File: config.mk
export PLATFORM = sky130hd
export DESIGN_NAME = icmp_echo_tx
export DESIGN_NICKNAME = d
export VERILOG_FILES = /design/src/rtl/icmp_echo_tx.sv
export SDC_FILE = /design/constraint.sdc
export NUM_CORES = 1
export LEC_CHECK = 0
export ABC_AREA = 1
export CORE_ASPECT_RATIO = 2
export CORE_MARGIN = 2
export CORE_UTILIZATION = 45
export CTS_CLUSTER_SIZE = 20
export DETAILED_ROUTE_END_ITERATION = 6
export RECOVER_POWER = 25
export SKIP_CTS_REPAIR_TIMING = 1
export SLEW_MARGIN = 10
export SYNTH_ARGS = -nofsm -noshare
export SYNTH_HDL_FRONTEND = slang
export SYNTH_SLANG_ARGS = --single-unit
export TNS_END_PERCENT = 30
File: constraint.sdc
create_clock -name i_clk -period 10.75 [get_ports i_clk]
set_input_delay 3.225 -clock i_clk [delete_from_list [all_inputs] [get_ports i_clk]]
set_output_delay 3.225 -clock i_clk [all_outputs]
set_load 0.005 [all_outputs]
File: src/rtl/icmp_echo_tx.sv
// ICMP echo request/reply frame generator: buffers a payload, folds the
// Internet checksum on the fly, then streams the 8-byte header plus payload.
module icmp_echo_tx #(
  parameter int unsigned P_MAX_PLD = 32,
  parameter int unsigned P_CNT_W   = 11
) (
  input  logic               i_clk,
  input  logic               i_rst_n,
  input  logic [7:0]         i_pld_data,
  input  logic               i_pld_valid,
  input  logic               i_trig,
  input  logic               i_mode,
  input  logic [15:0]        i_trig_id,
  input  logic [15:0]        i_trig_seq,
  output logic [7:0]         o_icmp_data,
  output logic [P_CNT_W-1:0] o_icmp_len,
  output logic               o_icmp_valid,
  output logic               o_icmp_last,
  input  logic               i_icmp_ready,
  output logic               o_busy
);

  localparam int unsigned        AW      = (P_MAX_PLD > 1) ? $clog2(P_MAX_PLD) : 1;
  localparam logic [P_CNT_W-1:0] MAX_CNT = P_CNT_W'(P_MAX_PLD);
  localparam logic [P_CNT_W-1:0] HDR_LEN = P_CNT_W'(8);

  typedef enum logic [2:0] {IDLE, SUM1, SUM2, INV, SEND} state_e;

  state_e             state_q, state_d;
  logic [P_CNT_W-1:0] pld_cnt_q, pld_cnt_d;
  logic [P_CNT_W-1:0] len_q, len_d;
  logic [P_CNT_W-1:0] idx_q, idx_d;
  logic [31:0]        acc_q, acc_d;
  logic [15:0]        csum_q, csum_d;
  logic [15:0]        id_q, id_d;
  logic [15:0]        seq_q, seq_d;
  logic               mode_q, mode_d;
  logic [7:0]         mem_q [P_MAX_PLD];

  logic               pld_wr;
  logic [31:0]        pld_term;
  logic [31:0]        hdr_term;
  logic [7:0]         type_byte;
  logic [AW-1:0]      rd_addr;
  logic               accept;
  logic               last_byte;

  assign pld_wr    = (state_q == IDLE) && i_pld_valid && (pld_cnt_q < MAX_CNT);
  assign pld_term  = pld_cnt_q[0] ? {24'h0, i_pld_data} : {16'h0, i_pld_data, 8'h00};
  assign hdr_term  = {16'h0, (i_mode ? 8'h08 : 8'h00), 8'h00}
                   + {16'h0, i_trig_id} + {16'h0, i_trig_seq};
  assign type_byte = mode_q ? 8'h08 : 8'h00;
  assign rd_addr   = AW'(idx_q - HDR_LEN);

  assign o_icmp_valid = (state_q == SEND);
  assign o_busy       = (state_q != IDLE);
  assign o_icmp_len   = len_q;
  assign last_byte    = (idx_q == len_q - P_CNT_W'(1));
  assign o_icmp_last  = o_icmp_valid && last_byte;
  assign accept       = o_icmp_valid && i_icmp_ready;

  always_comb begin
    o_icmp_data = '0;
    if (o_icmp_valid) begin
      if (idx_q < HDR_LEN) begin
        case (idx_q[2:0])
          3'd0:    o_icmp_data = type_byte;
          3'd1:    o_icmp_data = 8'h00;
          3'd2:    o_icmp_data = csum_q[15:8];
          3'd3:    o_icmp_data = csum_q[7:0];
          3'd4:    o_icmp_data = id_q[15:8];
          3'd5:    o_icmp_data = id_q[7:0];
          3'd6:    o_icmp_data = seq_q[15:8];
          default: o_icmp_data = seq_q[7:0];
        endcase
      end else begin
        o_icmp_data = mem_q[rd_addr];
      end
    end
  end

  always_comb begin
    state_d   = state_q;
    pld_cnt_d = pld_cnt_q;
    len_d     = len_q;
    idx_d     = idx_q;
    acc_d     = acc_q;
    csum_d    = csum_q;
    id_d      = id_q;
    seq_d     = seq_q;
    mode_d    = mode_q;
    case (state_q)
      IDLE: begin
        if (pld_wr) begin
          pld_cnt_d = pld_cnt_q + P_CNT_W'(1);
          acc_d     = acc_q + pld_term;
        end
        // Trigger chains onto the payload update so a same-cycle byte is counted and summed.
        if (i_trig) begin
          mode_d  = i_mode;
          id_d    = i_trig_id;
          seq_d   = i_trig_seq;
          len_d   = HDR_LEN + pld_cnt_d;
          acc_d   = acc_d + hdr_term;
          idx_d   = '0;
          state_d = SUM1;
        end
      end
      SUM1: begin
        acc_d   = {16'h0, acc_q[31:16]} + {16'h0, acc_q[15:0]};
        state_d = SUM2;
      end
      SUM2: begin
        acc_d   = {16'h0, acc_q[31:16]} + {16'h0, acc_q[15:0]};
        state_d = INV;
      end
      INV: begin
        csum_d  = ~acc_q[15:0];
        state_d = SEND;
      end
      SEND: begin
        if (accept) begin
          if (last_byte) begin
            state_d   = IDLE;
            pld_cnt_d = '0;
            acc_d     = '0;
          end else begin
            idx_d = idx_q + P_CNT_W'(1);
          end
        end
      end
      default: state_d = IDLE;
    endcase
  end

  always_ff @(posedge i_clk or negedge i_rst_n) begin
    if (!i_rst_n) begin
      state_q   <= IDLE;
      pld_cnt_q <= '0;
      len_q     <= HDR_LEN;
      idx_q     <= '0;
      acc_q     <= '0;
      csum_q    <= '0;
      id_q      <= '0;
      seq_q     <= '0;
      mode_q    <= 1'b0;
    end else begin
      state_q   <= state_d;
      pld_cnt_q <= pld_cnt_d;
      len_q     <= len_d;
      idx_q     <= idx_d;
      acc_q     <= acc_d;
      csum_q    <= csum_d;
      id_q      <= id_d;
      seq_q     <= seq_d;
      mode_q    <= mode_d;
    end
  end

  always_ff @(posedge i_clk) begin
    if (pld_wr) begin
      mem_q[pld_cnt_q[AW-1:0]] <= i_pld_data;
    end
  end

endmodule
==> metrics.md <==
| Metric | Value |
|---|---|
| Status | `finished, violations left` |
| Failing checks | `max-capacitance violations, max-slew violations` |
| Final TNS setup | `0 ns` |
| Tot Pwr | `roughly 6000 uW` |
| RSZ-0062 raised after global routing | `false` |
| Overflow after GRT | `0` |
| Mapped Nets | `between 2,000 and 2,500` |
| Post-synth EDFFs | `around 260` |
| Sequential area share after synthesis | `0.516` |
| Fill cells | `around 4,300` |
| Top-level port count | `between 60 and 70` |
| Avg Inst Size Synth | `slightly below 9 um2` |
| Worst Tran Pin Value | `~2.6 ns` |
| P_int | `roughly 3300 uW` |
| GPL Wtd Cong | `approximately 0.95` |
| Critical Path RT | `~11 ns` |
| Layout cells sized above 1 | `0.0511` |
| Area delta synth->final | `11.6%` |
| Worst Hold Class | `reg2reg` |
| Worst skew pair latency | `approximately 0.55 ns` |
| Combinational share of power | `0.465` |
| DR vias | `16,604` |
| Final Hold Vio Count | `0` |
| 1st-iter DRT viols | `~980` |
| Switching Share | `0.437` |
| Max VDD drop | `approximately 0.14 mV` |
| Clk buf depth | `3` |
| Vias per inst | `~5.6` |
| CTS H-tree lvls | `2` |
| Root Driver | `clkbuf_16` |
| Max Fclk | `108 MHz` |
| Startpoint types | `primary input` |
| CTS tree | `done` |
| Crit Path Max Fanout | `19` |
| Total wire length | `between 60,000 and 70,000 um` |
| Post-synthesis register bit count | `between 300 and 400` |
| Power share of the clock group | `0.222` |
| Maxcap violations | `1` |
| DR pass1 iterations | `5` |
| Core region area | `~45,000 um2` |
| Post-synth ARST share | `0.314` |
| Largest net degree at the start of global routing | `between 70 and 80` |
| TritonCTS buffer count | `36` |
| Final setup viols | `0` |
| Final net count | `between 2,000 and 3,000` |
| Worst Setup End Kind | `register` |
| Highest-count cells in the layout ignoring fill and taps | `nand2_1, inv_1, edfxtp_1` |
| Die Height | `~300 um` |
| Commonest non-fill, non-tap cell in the layout | `nand2_1` |
| Final HPWL DP | `a little under 50,000 um` |
| Seq pwr share | `0.313` |
| Register-to-register setup slack | `~4.5 ns` |
| Multi-input gate area | `8590 um2` |
| Leakage | `between 0.009 and 0.01 uW` |
| Arr. time, crit path | `9.70 ns` |
| Max Used Layer | `met4` |
| Initial core utilization | `0.456` |
| Final WS setup | `about 1.5 ns` |
| DRC Markers | `0` |
| Number of buffers added on ports | `67` |
| Top FF cell, synth | `edfxtp_1` |
| Initial antenna violation count | `0` |
| CP Class | `in2reg` |
| Psw | `~2600 uW` |
| FF+latch area | `between 10,000 and 15,000 um2` |
| Setup slack at placement | `about 0.97 ns` |
| Routed Antenna Nets | `0` |
| Post-route minimum period | `~9.3 ns` |
| Cells after DPL | `2,883` |
| DR WL met2 | `about 36,000 um` |
| YS warnings | `0` |
| Setup Skew | `approximately 0.02 ns` |
| Netlist area before placement | `20,600 um2` |
| Clock-pin slew on the worst setup and hold paths | `roughly 0.060 ns` |
| Synth cell types | `56` |
| Power per standard cell area | `255 nW/um2` |
| TritonCTS Sinks | `about 370` |
| DIE WIDTH | `roughly 160 um` |
| Tot GR Track Use | `0.279` |
| DR WL met3 | `2400 um` |
| Die ar. | `around 48,000 um2` |
| Minimum hold slack | `0.476 ns` |
| Avg WL per Cell | `22.4 um` |
| Non-Filler Instances | `roughly 2,900` |
| Mapped Cells | `roughly 2,300` |
| Row count | `between 100 and 150` |
| Vias in the first global route | `between 15,000 and 20,000` |
| Fin. max-slew vios | `43` |
| M1 WL | `22,100 um` |
| Tcrit/Tclk final | `0.864` |
| First-pass GRT wire length | `between 90,000 and 100,000 um` |
| Max_slew headroom | `-0.727` |
final cells by class:
cell class | count | area share
Timing Repair Buffer | 99 | 0.0382
Antenna cell | 1 | 0.000109
Clock buffer | 50 | 0.0433
Clock inverter | 13 | 0.00801
Inverter | 264 | 0.0434
Sequential cell | 373 | 0.463
Tap cell | 560 | 0.0305
Multi-Input combinational cell | 1587 | 0.374
final timing paths:
check / startpoint / to / cells past startpoint
min reg2reg: id_q[0] / id_q[0] / 2
max: i_pld_data[0] / acc_q[16] / 26
max in group asynchronous: i_rst_n / idx_q[0] / 2
min in group asynchronous: i_rst_n / acc_q[31] / 1
min: id_q[0] / id_q[0] / 2
max reg2reg: pld_cnt_q[0] / acc_q[16] / 25
through the flow:
| step | cell area (um2) | util |
|---|---|---|
| 2_1_floorplan | 20600 | - |
| 3_3_place_gp | 21800 | 0.483 |
| 3_5_place_dp | 21800 | 0.483 |
| 4_1_cts | 23000 | 0.509 |
| 5_1_grt | 23000 | 0.509 |
| 6_report | 23000 | 0.509 |
power groups by stage:
stage          logic, uW  registers, uW  clock network (uW)
2_1_floorplan       1740           1730                   0
3_3_place_gp        2690           1860                   0
3_5_place_dp        2720           1860                   0
4_1_cts             2730           1830                1320
5_1_grt             3000           1850                1370
6_report            2730           1840                1300
cell usage after synthesis (4+ instances only):
cell type / n / area share
buf_1: 11 / 0.0020
buf_6: 4 / 0.0022
a31oi_1: 4 / 0.0012
or2_2: 19 / 0.0058
nand2_2: 7 / 0.0021
inv_1: 258 / 0.047
nand2_1: 630 / 0.11
nand4_1: 15 / 0.0046
nor2_1: 154 / 0.028
a32o_1: 10 / 0.0049
o211ai_1: 16 / 0.0058
o311ai_0: 20 / 0.0085
o21bai_1: 6 / 0.0022
o31ai_1: 13 / 0.0047
o21ai_1: 4 / 0.00097
edfxtp_1: 256 / 0.37
xnor2_1: 20 / 0.0085
nor3_1: 27 / 0.0066
fa_1: 20 / 0.019
a22oi_1: 22 / 0.0080
o21ai_0: 157 / 0.038
a221oi_1: 10 / 0.0043
dfrtp_1: 116 / 0.14
nand3_1: 92 / 0.022
a21oi_1: 170 / 0.041
xor2_1: 44 / 0.019
ha_1: 76 / 0.046
clkbuf_1: 69 / 0.013
nor2_2: 6 / 0.0018
o221ai_1: 4 / 0.0017
o22ai_1: 6 / 0.0018
a21boi_0: 4 / 0.0015
buf_2: 6 / 0.0015
o2111ai_1: 10 / 0.0043
layer usage:
metal,vias to the layer above,track usage
met3,197,0.0277
li1,7917,-
met1,7967,0.275
met5,-,0
met4,0,0.207
met2,523,0.530
sequential cells by signal (all words and copies together), names as in the netlist:
signal and count:
mem_q 256, acc_q 32, csum_q 16, id_q 16, seq_q 16, idx_q 11, o_icmp_len 11, pld_cnt_q 11
state_q 3, mode_q 1
kinds of logic after synthesis:
group           Yosys count  share of synthesized area
flops                   373                      0.516
compound gates          465                      0.133
xor+xnor                 64                     0.0272
fa+ha+maj                96                     0.0656
simple gates            961                      0.191
buf+inv                 356                     0.0672
mux                       1                   0.000486
critical path, stage by stage:
cell             delay (ns)
clkdlybuf4s50_1        0.89
nand2_1                0.23
inv_1                  0.06
ha_1                   0.20
fa_1                   0.43
nand2_1                0.09
nand2_1                0.09
nand3_1                0.10
nand2_1                0.14
a31oi_1                0.23
xnor2_1                0.13
o21ai_0                0.90
fa_1                   0.56
inv_1                  0.08
ha_1                   0.23
ha_1                   0.40
nand2_1                0.10
nor2_1                 0.34
nand4_1                0.12
o21ai_0                0.42
nand2_1                0.14
nand3_1                0.10
nor3b_1                0.22
o21ai_0                0.11
nand2_1                0.06
o21ai_0                0.07
(Power assumes the default switching activity.)
